--- config.mk ---
export PLATFORM = sky130hd
export DESIGN_NAME = lcd_pic_display
export DESIGN_NICKNAME = d
export VERILOG_FILES = /design/src/rtl/lcd_pkg.sv /design/src/rtl/lcd_timing_gen.sv /design/src/rtl/lcd_pic_display.sv
export SDC_FILE = /design/constraint.sdc
export NUM_CORES = 1
export LEC_CHECK = 0
export CORE_ASPECT_RATIO = 0.6
export CORE_MARGIN = 5
export CORE_UTILIZATION = 55
export CTS_BUF_LIST = sky130_fd_sc_hd__clkbuf_16
export DETAILED_ROUTE_END_ITERATION = 8
export PLACE_DENSITY = 0.81
export SETUP_SLACK_MARGIN = 0.1
export SLEW_MARGIN = 30
export SYNTH_ARGS = -nofsm -noshare
export SYNTH_HDL_FRONTEND = slang
export SYNTH_SLANG_ARGS = --single-unit
--- constraint.sdc ---
create_clock -name clk -period 4.05 [get_ports clk]
set_input_delay 0.81 -clock clk [delete_from_list [all_inputs] [get_ports clk]]
set_output_delay 0.81 -clock clk [all_outputs]
set_load 0.05 [all_outputs]
--- src/rtl/lcd_pkg.sv ---
// Shared definitions for the RGB-LCD picture path: default 480x272 panel timing,
// RGB565 colour constants and the pixel type.
package lcd_pkg;
  typedef logic [15:0] pixel_t;

  localparam int LCD_H_SYNC   = 41;
  localparam int LCD_H_BACK   = 2;
  localparam int LCD_H_ACTIVE = 480;
  localparam int LCD_H_FRONT  = 2;
  localparam int LCD_V_SYNC   = 10;
  localparam int LCD_V_BACK   = 2;
  localparam int LCD_V_ACTIVE = 272;
  localparam int LCD_V_FRONT  = 2;

  localparam int PIC_AW = 9;

  localparam pixel_t RGB_BLACK = 16'h0000;
  localparam pixel_t RGB_RED   = 16'hF800;
  localparam pixel_t RGB_GREEN = 16'h07E0;
  localparam pixel_t RGB_BLUE  = 16'h001F;
  localparam pixel_t RGB_WHITE = 16'hFFFF;
endpackage

--- src/rtl/lcd_timing_gen.sv ---
// Free-running h/v scan counters with raw sync and active-region decodes.
module lcd_timing_gen
  import lcd_pkg::*;
#(
  parameter int H_SYNC   = LCD_H_SYNC,
  parameter int H_BACK   = LCD_H_BACK,
  parameter int H_ACTIVE = LCD_H_ACTIVE,
  parameter int H_FRONT  = LCD_H_FRONT,
  parameter int V_SYNC   = LCD_V_SYNC,
  parameter int V_BACK   = LCD_V_BACK,
  parameter int V_ACTIVE = LCD_V_ACTIVE,
  parameter int V_FRONT  = LCD_V_FRONT,
  parameter int HW       = $clog2(H_SYNC + H_BACK + H_ACTIVE + H_FRONT),
  parameter int VW       = $clog2(V_SYNC + V_BACK + V_ACTIVE + V_FRONT)
) (
  input  logic          clk,
  input  logic          rst,
  input  logic          en,
  output logic [HW-1:0] h_cnt,
  output logic [VW-1:0] v_cnt,
  output logic          hs_raw,
  output logic          vs_raw,
  output logic          h_act,
  output logic          v_act,
  output logic          frame_end
);
  localparam int H_TOTAL = H_SYNC + H_BACK + H_ACTIVE + H_FRONT;
  localparam int V_TOTAL = V_SYNC + V_BACK + V_ACTIVE + V_FRONT;

  localparam logic [HW-1:0] H_LAST = HW'(H_TOTAL - 1);
  localparam logic [HW-1:0] H_SEND = HW'(H_SYNC);
  localparam logic [HW-1:0] H_ABEG = HW'(H_SYNC + H_BACK);
  localparam logic [HW-1:0] H_AEND = HW'(H_SYNC + H_BACK + H_ACTIVE);
  localparam logic [VW-1:0] V_LAST = VW'(V_TOTAL - 1);
  localparam logic [VW-1:0] V_SEND = VW'(V_SYNC);
  localparam logic [VW-1:0] V_ABEG = VW'(V_SYNC + V_BACK);
  localparam logic [VW-1:0] V_AEND = VW'(V_SYNC + V_BACK + V_ACTIVE);

  logic [HW-1:0] h_cnt_q, h_cnt_d;
  logic [VW-1:0] v_cnt_q, v_cnt_d;

  always_comb begin
    h_cnt_d = h_cnt_q;
    v_cnt_d = v_cnt_q;
    if (!en) begin
      h_cnt_d = '0;
      v_cnt_d = '0;
    end else if (h_cnt_q == H_LAST) begin
      h_cnt_d = '0;
      v_cnt_d = (v_cnt_q == V_LAST) ? '0 : v_cnt_q + VW'(1);
    end else begin
      h_cnt_d = h_cnt_q + HW'(1);
    end
  end

  always_ff @(posedge clk or posedge rst) begin
    if (rst) begin
      h_cnt_q <= '0;
      v_cnt_q <= '0;
    end else begin
      h_cnt_q <= h_cnt_d;
      v_cnt_q <= v_cnt_d;
    end
  end

  assign h_cnt     = h_cnt_q;
  assign v_cnt     = v_cnt_q;
  assign hs_raw    = (h_cnt_q >= H_SEND);
  assign vs_raw    = (v_cnt_q >= V_SEND);
  assign h_act     = (h_cnt_q >= H_ABEG) && (h_cnt_q < H_AEND);
  assign v_act     = (v_cnt_q >= V_ABEG) && (v_cnt_q < V_AEND);
  assign frame_end = (h_cnt_q == H_LAST) && (v_cnt_q == V_LAST);
endmodule

--- src/rtl/lcd_pic_display.sv ---
// Places a small ROM picture in a window of the LCD scan; background colour elsewhere.
// All outputs are registered one clock behind the scan counters.
module lcd_pic_display
  import lcd_pkg::*;
#(
  parameter int     H_SYNC   = LCD_H_SYNC,
  parameter int     H_BACK   = LCD_H_BACK,
  parameter int     H_ACTIVE = LCD_H_ACTIVE,
  parameter int     H_FRONT  = LCD_H_FRONT,
  parameter int     V_SYNC   = LCD_V_SYNC,
  parameter int     V_BACK   = LCD_V_BACK,
  parameter int     V_ACTIVE = LCD_V_ACTIVE,
  parameter int     V_FRONT  = LCD_V_FRONT,
  parameter int     PIC_X    = 224,
  parameter int     PIC_Y    = 128,
  parameter int     PIC_W    = 32,
  parameter int     PIC_H    = 16,
  parameter pixel_t BG_COLOR = RGB_BLUE
) (
  input  logic              clk,
  input  logic              rst,
  input  logic              en,
  output logic [PIC_AW-1:0] pic_addr,
  input  pixel_t            pic_q,
  output logic              lcd_hs,
  output logic              lcd_vs,
  output logic              lcd_de,
  output pixel_t            lcd_rgb,
  output logic              frame_done
);
  localparam int HW = $clog2(H_SYNC + H_BACK + H_ACTIVE + H_FRONT);
  localparam int VW = $clog2(V_SYNC + V_BACK + V_ACTIVE + V_FRONT);

  localparam logic [HW-1:0]     H_OFF     = HW'(H_SYNC + H_BACK);
  localparam logic [HW-1:0]     X_LO      = HW'(PIC_X);
  localparam logic [HW-1:0]     X_HI      = HW'(PIC_X + PIC_W);
  localparam logic [VW-1:0]     V_OFF     = VW'(V_SYNC + V_BACK);
  localparam logic [VW-1:0]     Y_LO      = VW'(PIC_Y);
  localparam logic [VW-1:0]     Y_HI      = VW'(PIC_Y + PIC_H);
  localparam logic [PIC_AW-1:0] ADDR_LAST = PIC_AW'(PIC_W * PIC_H - 1);

  if (PIC_X + PIC_W > H_ACTIVE) begin : g_chk_x
    $fatal(1, "picture window exceeds active width");
  end
  if (PIC_Y + PIC_H > V_ACTIVE) begin : g_chk_y
    $fatal(1, "picture window exceeds active height");
  end
  if (PIC_W * PIC_H > 512) begin : g_chk_sz
    $fatal(1, "picture does not fit the 512-word ROM");
  end

  logic [HW-1:0] h_cnt, x;
  logic [VW-1:0] v_cnt, y;
  logic          hs_raw, vs_raw, h_act, v_act, frame_end, in_win;

  lcd_timing_gen #(
    .H_SYNC(H_SYNC), .H_BACK(H_BACK), .H_ACTIVE(H_ACTIVE), .H_FRONT(H_FRONT),
    .V_SYNC(V_SYNC), .V_BACK(V_BACK), .V_ACTIVE(V_ACTIVE), .V_FRONT(V_FRONT),
    .HW(HW), .VW(VW)
  ) u_timing (
    .clk(clk), .rst(rst), .en(en),
    .h_cnt(h_cnt), .v_cnt(v_cnt),
    .hs_raw(hs_raw), .vs_raw(vs_raw),
    .h_act(h_act), .v_act(v_act),
    .frame_end(frame_end)
  );

  // x/y wrap outside the active region, but are only used under h_act/v_act.
  assign x      = h_cnt - H_OFF;
  assign y      = v_cnt - V_OFF;
  assign in_win = h_act && v_act && (x >= X_LO) && (x < X_HI) && (y >= Y_LO) && (y < Y_HI);

  logic [PIC_AW-1:0] pic_addr_q, pic_addr_d;
  logic              lcd_hs_q, lcd_hs_d, lcd_vs_q, lcd_vs_d, lcd_de_q, lcd_de_d;
  logic              frame_done_q, frame_done_d;
  pixel_t            lcd_rgb_q, lcd_rgb_d;

  always_comb begin
    pic_addr_d   = pic_addr_q;
    lcd_hs_d     = 1'b1;
    lcd_vs_d     = 1'b1;
    lcd_de_d     = 1'b0;
    lcd_rgb_d    = RGB_BLACK;
    frame_done_d = 1'b0;
    // Raster-order counter; the frame-origin clear realigns it after any disturbance.
    if (!en || (h_cnt == '0 && v_cnt == '0))
      pic_addr_d = '0;
    else if (in_win)
      pic_addr_d = (pic_addr_q == ADDR_LAST) ? '0 : pic_addr_q + PIC_AW'(1);
    if (en) begin
      lcd_hs_d     = hs_raw;
      lcd_vs_d     = vs_raw;
      lcd_de_d     = h_act && v_act;
      lcd_rgb_d    = in_win ? pic_q : ((h_act && v_act) ? BG_COLOR : RGB_BLACK);
      frame_done_d = frame_end;
    end
  end

  always_ff @(posedge clk or posedge rst) begin
    if (rst) begin
      pic_addr_q   <= '0;
      lcd_hs_q     <= 1'b1;
      lcd_vs_q     <= 1'b1;
      lcd_de_q     <= 1'b0;
      lcd_rgb_q    <= RGB_BLACK;
      frame_done_q <= 1'b0;
    end else begin
      pic_addr_q   <= pic_addr_d;
      lcd_hs_q     <= lcd_hs_d;
      lcd_vs_q     <= lcd_vs_d;
      lcd_de_q     <= lcd_de_d;
      lcd_rgb_q    <= lcd_rgb_d;
      frame_done_q <= frame_done_d;
    end
  end

  assign pic_addr   = pic_addr_q;
  assign lcd_hs     = lcd_hs_q;
  assign lcd_vs     = lcd_vs_q;
  assign lcd_de     = lcd_de_q;
  assign lcd_rgb    = lcd_rgb_q;
  assign frame_done = frame_done_q;
endmodule

==> impl_metrics.py, run 1 <==
metrics = {
    "run_status": {
        "status": "finished, final reports clean",
    },
    "logic_synthesis": {
        "synth_edf_count": 0,
        "ys_seq_area_frac": 0.4810,
        "netlist.area_leader.share": 0.4600,
        "ys_types": 51,
        "synthTopCellsByArea": "dfrtp_1 46%, and3_1 4.5%, nor2_1 4.4%",
        "ys.flop_type": "dfrtp_1",
        "synth-async-reset-ratio": 1.000,
        "syn_area_per_cell_um2": 9.930,
        "ys_warn_count": 0,
        "netlist.top_cell.by_area": "dfrtp_1",
        "syn_inst": 252,
        "synthesis.area_um2": 2502,
        "syn-num-nets": 279,
        "yosysMostFrequentCell": "dfrtp_1",
        "yosys-top-cells-count": "46 x dfrtp_1, 29 x nor2_1, 18 x and3_1",
        "ys_ff_latch": 48,
    },
    "flow_run": {
        "max_cap_viol_count": 0,
    },
    "worst_setup_path": {
        "rrSetupSlack_ns": 1.15,
        "cp-start-kind": "register",
        "slowest_delay_ns": 0.59,
        "slowest_stage": "or4_1",
        "crit_fanout": 21,
        "worst_setup_path_end_kind": "register",
        "required_ns": 4.25,
        "cp_data_arrival_time_ns": 3.10,
        "path_class": "register to register",
        "rr_startpoint": "u_timing.v_cnt[2]$_DFFE_PP0P_",
        "path_cells": "a2111oi_0, mux2_1, nor3_1, o211ai_2, or4_1, a21oi_1",
        "startpoint": "u_timing.v_cnt[2]$_DFFE_PP0P_",
    },
    "clocking": {
        "cts_hold_buf": 0,
        "post_cts_buffers": 0,
        "cts_buffers": 5,
        "clock_latency_ns": 0.29,
        "cts_tree": "done",
        "clk_path_buf_depth": 2,
        "cts_root_buffer": "clkbuf_16",
        "path_clk_slew_ns": 0.06,
        "clkSinkCount": 48,
        "cts_resized": 0,
        "htreeDepth": 2,
    },
    "global_routing": {
        "grt_pass1_wl_um": 10190,
        "grt_pass1_vias": 2022,
        "overflow": 0,
        "antenna_found_initial": 0,
        "grt_use_total": 0.2083,
        "grt_start_max_net_pins": 49,
    },
    "floorplanning": {
        "core_um2": 4493,
        "ios": 48,
        "die_area_um2": 6043,
        "num_rows": 19,
        "die_h_um": 62.25,
        "start_util": 0.5569,
        "fp.dieW_um": 97.08,
    },
    "timing": {
        "worst_pin_slew_ns": 0.7873,
        "fmax_mhz": 345.3,
        "finalSetupTns_ns": 0,
        "maxSlewViolCount": 0,
        "worst_hold_slack_ns": 0.5615,
        "grt_setup_unrepaired": "false",
        "layout_setup_ws_ns": 1.154,
        "clock_skew_ns": 0.005544,
        "min_period_ns": 2.896,
        "period_share": 0.7152,
        "hold_viol": 0,
        "setup_viol": 0,
        "slew_headroom": 0.4720,
    },
    "hold_path": {
        "hold_path.class": "register to register",
        "hp-start": "pic_addr[8]$_DFFE_PP0P_",
    },
    "cells_and_area": {
        "fin_cells": 354,
        "fin_nets": 317,
        "seqCellArea_um2": 1204,
        "multiInputGateArea_um2": 1194,
        "drive_gt1_frac": 0.05842,
        "n_fill_cell": 337,
        "postLayoutCoreUtil": 0.6987,
        "area_growth_syn_to_layout_pct": 25.45,
        "antenna_cells": 0,
    },
    "pwr": {
        "combPwrFrac": 0.055,
        "peakVddDrop_v": 0.0002825,
        "cellLeakagePower_nw": 1.405,
        "seqPwrFrac": 0.487,
        "internal_power_mw": 0.7969,
        "p_per_area_nw_per_um2": 319.4,
        "pwr-share-clk": 0.458,
        "p_sw_frac": 0.2052,
        "power.switching_mw": 0.2057,
    },
    "place": {
        "gp_congestion": 0.9141,
        "hpwlAfterDp_um": 4023,
        "place_ws_ns": 1.167,
        "dp.cells": 346,
        "port_buffers": 47,
    },
    "detailed_routing": {
        "wl_per_cell_um": 16.66,
        "initialDrtViolationCount": 214,
        "via_per_inst": 5.856,
        "drt_pre_antenna_iters": 5,
        "vias": 2073,
        "drcViolationCount": 0,
        "ant_nets": 0,
        "wl_um": 5897,
    },
}
[critical path: cells and delay by family (launching register included)]
kind            cells  cell delay [ns]
mux                 1             0.38
compound gates      3             1.09
flops               1             0.50
simple gates        2             0.84
[per-layer routing]
metal  vias up  track usage  part of all wire  wire, um
li1        976            -                 -         -
met5         -            0                 0         0
met2        94       0.3084              0.44      2609
met1       997       0.3011              0.47      2750
met3         6      0.05928             0.083       487
met4         0      0.05254            0.0083        49
[cells by family (layout without fill, tap and decap cells)]
kind of cell / Yosys count / count (layout) / share of synthesized area
buffers and inverters: 22 / 61 / 0.04200
muxes: 2 / 2 / 0.008500
DFF: 48 / 48 / 0.4810
xor gates and xnor gates: 14 / 14 / 0.04900
AOI/OAI and AO/OA: 50 / 50 / 0.1510
and+or+nand+nor: 108 / 108 / 0.2285
adders and majority gates: 8 / 8 / 0.04000
[through the flow]
| step | total power [mW] | instance area [um^2] |
|---|---|---|
| after floorplan | 0.5254 | 2502 |
| after global placement | 0.5512 | 2969 |
| after detailed placement | 0.5519 | 2972 |
| after CTS | 1.014 | 3139 |
| after global routing | 1.042 | 3139 |
| final | 1.003 | 3139 |
[worst paths after layout]
path | end | cells after the start
max in group asynchronous | u_timing.h_cnt[7]$_DFF_PP0_ | 2
min | pic_addr[8]$_DFFE_PP0P_ | 2
max | pic_addr[6]$_DFFE_PP0P_ | 6
min in group asynchronous | lcd_rgb[11]$_DFF_PP0_ | 2
max reg2reg | pic_addr[6]$_DFFE_PP0P_ | 6
min reg2reg | pic_addr[8]$_DFFE_PP0P_ | 2
[area by class of cell]
class                   instances  area share
clock buffers                   5     0.03986
repair buffers                 47      0.1499
clock inverters                 3     0.01355
flip-flops and latches         48      0.3834
inverters                       6    0.007971
well taps                      63     0.02511
multi-input cells             182      0.3802
[power by group through the flow]
stage | clock network, mW | registers [mW] | logic (mW)
2_1_floorplan | 0 | 0.499 | 0.0268
3_3_place_gp | 0 | 0.497 | 0.0542
3_5_place_dp | 0 | 0.497 | 0.0546
4_1_cts | 0.470 | 0.488 | 0.0555
5_1_grt | 0.492 | 0.489 | 0.0615
6_report | 0.459 | 0.489 | 0.0551
[placed cells by master (no fill, tap or decap), drive strengths merged, types with 6 or more instances in the layout]
cell | netlist | layout
o21ai | 14 | 14
nand4 | 9 | 9
a21oi | 11 | 11
clkdlybuf4s50 | 0 | 47
xor2 | 10 | 10
o21a | 6 | 6
nor2 | 29 | 29
and3 | 18 | 18
ha | 8 | 8
dfrtp | 46 | 46
nand3 | 10 | 10
nand2 | 15 | 15
inv | 6 | 6
[flip-flops by register name, indices dropped and copies added (netlist names)]
name            count
u_timing.h_cnt     10
lcd_de              1
lcd_vs              1
lcd_hs              1
pic_addr            9
lcd_rgb            16
frame_done          1
u_timing.v_cnt      9
Note: power is estimated with default switching activity, not from simulation.
==> inputs of run 2 (changes only) <==
CORE_UTILIZATION = 47   (was 55)
PLACE_DENSITY = 0.73   (was 0.81)
clock period = 2.4 ns   (was 4.05 ns; I/O delays follow)
==> impl_metrics.py, run 2 (same netlist as run 1, synthesis figures left out) <==
metrics = {
    "worst_setup_path": {
        "required_ns": 2.62,
        "worstPathBufferInverterCount": 1,
        "rrSetupSlack_ns": 0.01,
        "worst_setup_path_end_kind": "register",
        "cp_top_family": "simple AND/OR/NAND/NOR gates",
        "cp_data_arrival_time_ns": 2.61,
        "path_class": "register to register",
        "crit_fanout": 6,
        "slowest_delay_ns": 0.56,
        "rr_startpoint": "u_timing.h_cnt[1]$_DFF_PP0_",
        "slowest_stage": "or4b_4",
        "path_cells": "ha_4, o21a_4, or2_4, a2111oi_4, buf_4, o211ai_4, or4b_4, a21oi_2",
        "startpoint": "u_timing.h_cnt[1]$_DFF_PP0_",
        "cp-start-kind": "register",
    },
    "cells_and_area": {
        "fin_nets": 346,
        "antenna_cells": 0,
        "layout_common_cells": "47 x clkdlybuf4s50_1, 46 x dfrtp_1, 28 x nor2_1, 28 x buf_4, 17 x and3_1",
        "postLayoutCoreUtil": 0.6745,
        "drive_gt1_frac": 0.1844,
        "largest_reg_flops": 16,
        "area_growth_syn_to_layout_pct": 37.60,
        "final_common_cell": "clkdlybuf4s50_1",
    },
    "detailed_routing": {
        "wl_um": 6408,
        "initialDrtViolationCount": 193,
        "wl_per_cell_um": 16.60,
        "via_per_inst": 5.588,
        "drcViolationCount": 0,
        "drt_pre_antenna_iters": 6,
        "ant_nets": 0,
        "vias": 2157,
    },
    "pwr": {
        "internal_power_mw": 1.250,
        "combPwrFrac": 0.074,
        "p_per_area_nw_per_um2": 467.6,
        "cellLeakagePower_nw": 1.552,
        "pwr-share-clk": 0.416,
        "p_sw_frac": 0.2236,
        "seqPwrFrac": 0.511,
        "power.switching_mw": 0.3601,
        "peakVddDrop_v": 0.0002843,
    },
    "timing": {
        "maxSlewViolCount": 0,
        "layout_setup_ws_ns": 0.01074,
        "clock_skew_ns": 0.003104,
        "hold_viol": 0,
        "period_share": 0.9955,
        "worst_pin_slew_ns": 0.5299,
        "grt_setup_unrepaired": "true",
        "fmax_mhz": 418.5,
        "setup_viol": 0,
        "min_period_ns": 2.389,
        "slew_headroom": 0.6456,
    },
    "clocking": {
        "cts_buffers": 5,
        "path_clk_slew_ns": 0.06,
        "htreeDepth": 2,
        "cts_hold_buf": 0,
        "clock_latency_ns": 0.28,
        "cts_root_buffer": "clkbuf_16",
        "cts_tree": "done",
        "clk_path_buf_depth": 2,
        "clkSinkCount": 48,
    },
    "global_routing": {
        "antenna_found_initial": 0,
        "grt_start_max_net_pins": 21,
        "grt_pass1_wl_um": 10630,
        "grt_use_total": 0.1911,
        "grt_pass1_vias": 2017,
        "overflow": 0,
    },
    "place": {
        "place_ws_ns": -0.05875,
        "port_buffers": 47,
        "gp_congestion": 0.9481,
        "hpwlAfterDp_um": 4480,
    },
    "floorplanning": {
        "start_util": 0.4902,
        "core_um2": 5105,
        "die_h_um": 66.52,
        "fp.dieW_um": 104.2,
        "die_area_um2": 6931,
        "ios": 48,
        "num_rows": 20,
    },
    "hold_path": {
        "hold_path.class": "input pin to asynchronous set/reset pin",
    },
    "run_status": {
        "status": "finished, final reports clean",
    },
    "flow_run": {
        "max_cap_viol_count": 0,
    },
}
==> run 2: cell types whose count changed in the layout (fill, tap and decap cells not counted), moves of 2 or more <==
cell | previous run | this run
a21oi_1 | 11 | 7
buf_4 | 0 | 28
a21oi_2 | 0 | 4
or3_1 | 5 | 3
or3_4 | 0 | 2
==> run 2: per-stage QoR <==
stage	instance area (um^2)	std cells	power [mW]	TNS, ns	hold slack [ns]
final	3443	386	1.610	0	0.5096
after detailed placement	3137	367	0.9461	-0.3066	0.5408
after floorplan	2531	252	0.8888	0	0.5317
after global routing	3443	386	1.673	-0.1357	0.5778
after CTS	3403	385	1.622	0	0.5164
after global placement	3137	367	0.9459	0	0.5463
==> run 2: routing by layer <==
| metal | track usage | part of all wire | vias to the layer above |
|---|---|---|---|
| li1 | - | - | 1040 |
| met1 | 0.2897 | 0.48 | 1035 |
| met2 | 0.2706 | 0.44 | 75 |
| met3 | 0.05421 | 0.074 | 7 |
| met4 | 0.03716 | 0.0058 | 0 |
| met5 | 0 | 0 | - |
==> run 2: worst register-to-register path: cells and delay by family, from the launching register on <==
family                   cells  cell delay [ns]
AO/OA/AOI/OAI                4             0.72
adder cells (fa/ha/maj)      1             0.19
flip-flops                   1             0.42
buffers and inverters        1             0.19
AND/OR/NAND/NOR              2             0.81
==> run 2: power groups by stage <==
stage | Sequential, mW | Combinational, mW | Clock, mW
after floorplan | 0.843 | 0.0460 | 0
after global placement | 0.837 | 0.108 | 0
after detailed placement | 0.838 | 0.108 | 0
after CTS | 0.822 | 0.116 | 0.684
after global routing | 0.822 | 0.132 | 0.719
final | 0.822 | 0.119 | 0.669
==> run 2: what timing repair did <==
item                                   CTS  global route
setup endpoints to repair                8            19
endpoints found under the hold margin    0             0
cloned                                   1             0
gates resized for setup                  7             9
setup buffers                            9             1
pin swaps                                3             7
==> run 2: layout make-up <==
type                       count  area [um^2]
inverter                       6        22.52
sequential                    48         1204
tap                           66        82.58
clock buffer                   5        125.1
multi-input combinational    183         1315
timing repair buffer          75        680.7
fill                         411         1662
clock inverter                 3        13.76
==> run 2: worst paths after layout <==
check	cells after the start	endpoint
max	8	pic_addr[5]$_DFFE_PP0P_
min	2	lcd_rgb[13]$_DFF_PP0_
max reg2reg	8	pic_addr[5]$_DFFE_PP0P_
min reg2reg	2	pic_addr[8]$_DFFE_PP0P_
max in group asynchronous	3	lcd_hs$_DFF_PP1_
min in group clk	2	pic_addr[8]$_DFFE_PP0P_
==> inputs of run 3 (changes only) <==
CORE_MARGIN = 2   (was 5)
==> impl_metrics.py, run 3 (same netlist as run 1, synthesis figures left out) <==
metrics = {
    "cells_and_area": {
        "drive_gt1_frac": 0.1677,
        "fin_nets": 342,
        "layout_common_cells": "47 x clkdlybuf4s50_1, 46 x dfrtp_1, 29 x nor2_1",
        "postLayoutCoreUtil": 0.6662,
        "antenna_cells": 0,
        "final_common_cell": "clkdlybuf4s50_1",
        "largest_reg_flops": 16,
        "area_growth_syn_to_layout_pct": 35.90,
    },
    "run_status": {
        "status": "finished, final reports clean",
    },
    "worst_setup_path": {
        "required_ns": 2.61,
        "rrSetupSlack_ns": 0.06,
        "rr_startpoint": "u_timing.h_cnt[1]$_DFF_PP0_",
        "rr_worst_depth": 7,
        "cp-start-kind": "register",
        "worst_setup_path_end_kind": "register",
        "path_class": "register to register",
        "rr_endpoint": "pic_addr[5]$_DFFE_PP0P_",
        "cp_data_arrival_time_ns": 2.55,
        "crit_fanout": 8,
    },
    "floorplanning": {
        "fp.dieW_um": 98.20,
        "die_h_um": 60.52,
        "num_rows": 20,
        "core_um2": 5105,
        "die_area_um2": 5943,
        "start_util": 0.4902,
        "ios": 48,
    },
    "clocking": {
        "path_clk_slew_ns": 0.06,
        "clock_latency_ns": 0.28,
        "clk_path_buf_depth": 2,
        "clkSinkCount": 48,
        "htreeDepth": 2,
        "cts_root_buffer": "clkbuf_16",
        "cts_buffers": 5,
        "cts_tree": "done",
    },
    "pwr": {
        "cellLeakagePower_nw": 1.529,
        "power_mw": 1.595,
        "peakVddDrop_v": 0.0002926,
        "p_per_area_nw_per_um2": 468.9,
    },
    "global_routing": {
        "grt_pass1_wl_um": 10050,
        "overflow": 0,
        "antenna_found_initial": 0,
        "grt_use_total": 0.2191,
        "grt_pass1_vias": 1906,
        "grt_start_max_net_pins": 27,
    },
    "detailed_routing": {
        "drcViolationCount": 0,
        "wl_um": 6277,
        "drt_pre_antenna_iters": 4,
        "initialDrtViolationCount": 160,
        "via_per_inst": 5.537,
        "wl_per_cell_um": 16.43,
        "vias": 2115,
        "ant_nets": 0,
    },
    "flow_run": {
        "max_cap_viol_count": 0,
    },
    "timing": {
        "fmax_mhz": 427.9,
        "setup_viol": 0,
        "min_period_ns": 2.337,
        "clock_skew_ns": 0.006366,
        "hold_viol": 0,
        "maxSlewViolCount": 0,
        "period_share": 0.9739,
        "worst_pin_slew_ns": 0.5169,
        "slew_headroom": 0.6543,
        "grt_setup_unrepaired": "true",
    },
    "place": {
        "hpwlAfterDp_um": 4221,
        "port_buffers": 47,
        "gp_congestion": 0.8031,
    },
    "hold_path": {
        "hold_path.class": "input pin to asynchronous set/reset pin",
    },
}
-- run 3: what timing repair did --
action	CTS	global route
setup buffers	8	0
pin swaps	10	5
endpoints found under the setup margin	9	32
gates resized for setup	6	8
hold endpoints to repair	0	0
hold buffers	0	0
-- run 3: layout make-up --
class                           instances  area, um^2
Fill cell                             418        1704
Multi-Input combinational cell        182        1286
Sequential cell                        48        1204
Timing Repair Buffer                   72       668.1
Clock buffer                            5       125.1
Tap cell                               66       82.58
Inverter                                6       22.52
Clock inverter                          3       12.51
-- run 3: worst max-delay path by stage --
stage / start / endpoint / slack, ns / cells past startpoint
after global placement: u_timing.h_cnt[1]$_DFF_PP0_ / pic_addr[7]$_DFFE_PP0P_ / 0.05 / 7
after global routing: u_timing.h_cnt[0]$_DFF_PP0_ / pic_addr[5]$_DFFE_PP0P_ / 0.008 / 7
after detailed placement: u_timing.h_cnt[1]$_DFF_PP0_ / pic_addr[5]$_DFFE_PP0P_ / -0.11 / 7
after floorplan: u_timing.h_cnt[0]$_DFF_PP0_ / pic_addr[7]$_DFFE_PP0P_ / 0.10 / 8
after CTS: u_timing.h_cnt[0]$_DFF_PP0_ / pic_addr[3]$_DFFE_PP0P_ / 0.03 / 7
final: u_timing.h_cnt[1]$_DFF_PP0_ / pic_addr[5]$_DFFE_PP0P_ / 0.06 / 7
-- run 3: layer usage --
layer / vias to the layer above / GRT usage / part of all wire
met2: 76 / 0.3307 / 0.43
met4: 0 / 0.06262 / 0.014
li1: 1026 / - / -
met3: 9 / 0.06452 / 0.076
met1: 1004 / 0.3139 / 0.48
met5: - / 0 / 0
-- run 3: report_power, final --
group	total, mW	internal, mW	switching [mW]
logic	0.116	0.0552	0.0613
clock network	0.656	0.377	0.279
registers	0.822	0.816	0.00622
total	1.59	1.25	0.347
-- run 3: worst max-delay path, stage by stage (launching register included) --
cell and delay (ns):
dfrtp_1 0.41, ha_4 0.18, o21a_4 0.20, or2_4 0.26, a2111oi_4 0.39, o211ai_4 0.16, or4b_4 0.52, a21oi_2 0.15
-- run 3: metrics by stage --
stage,area [um^2],worst slack [ns],instances,setup TNS [ns],hold WS [ns]
after detailed placement,3142,-0.1132,366,-0.3454,0.5479
after CTS,3376,0.03181,382,0,0.5558
final,3401,0.06274,382,0,0.5473
after global placement,3142,0.04706,366,0,0.5469
after floorplan,2531,0.1004,252,0,0.5317
after global routing,3401,0.008242,382,0,0.5768
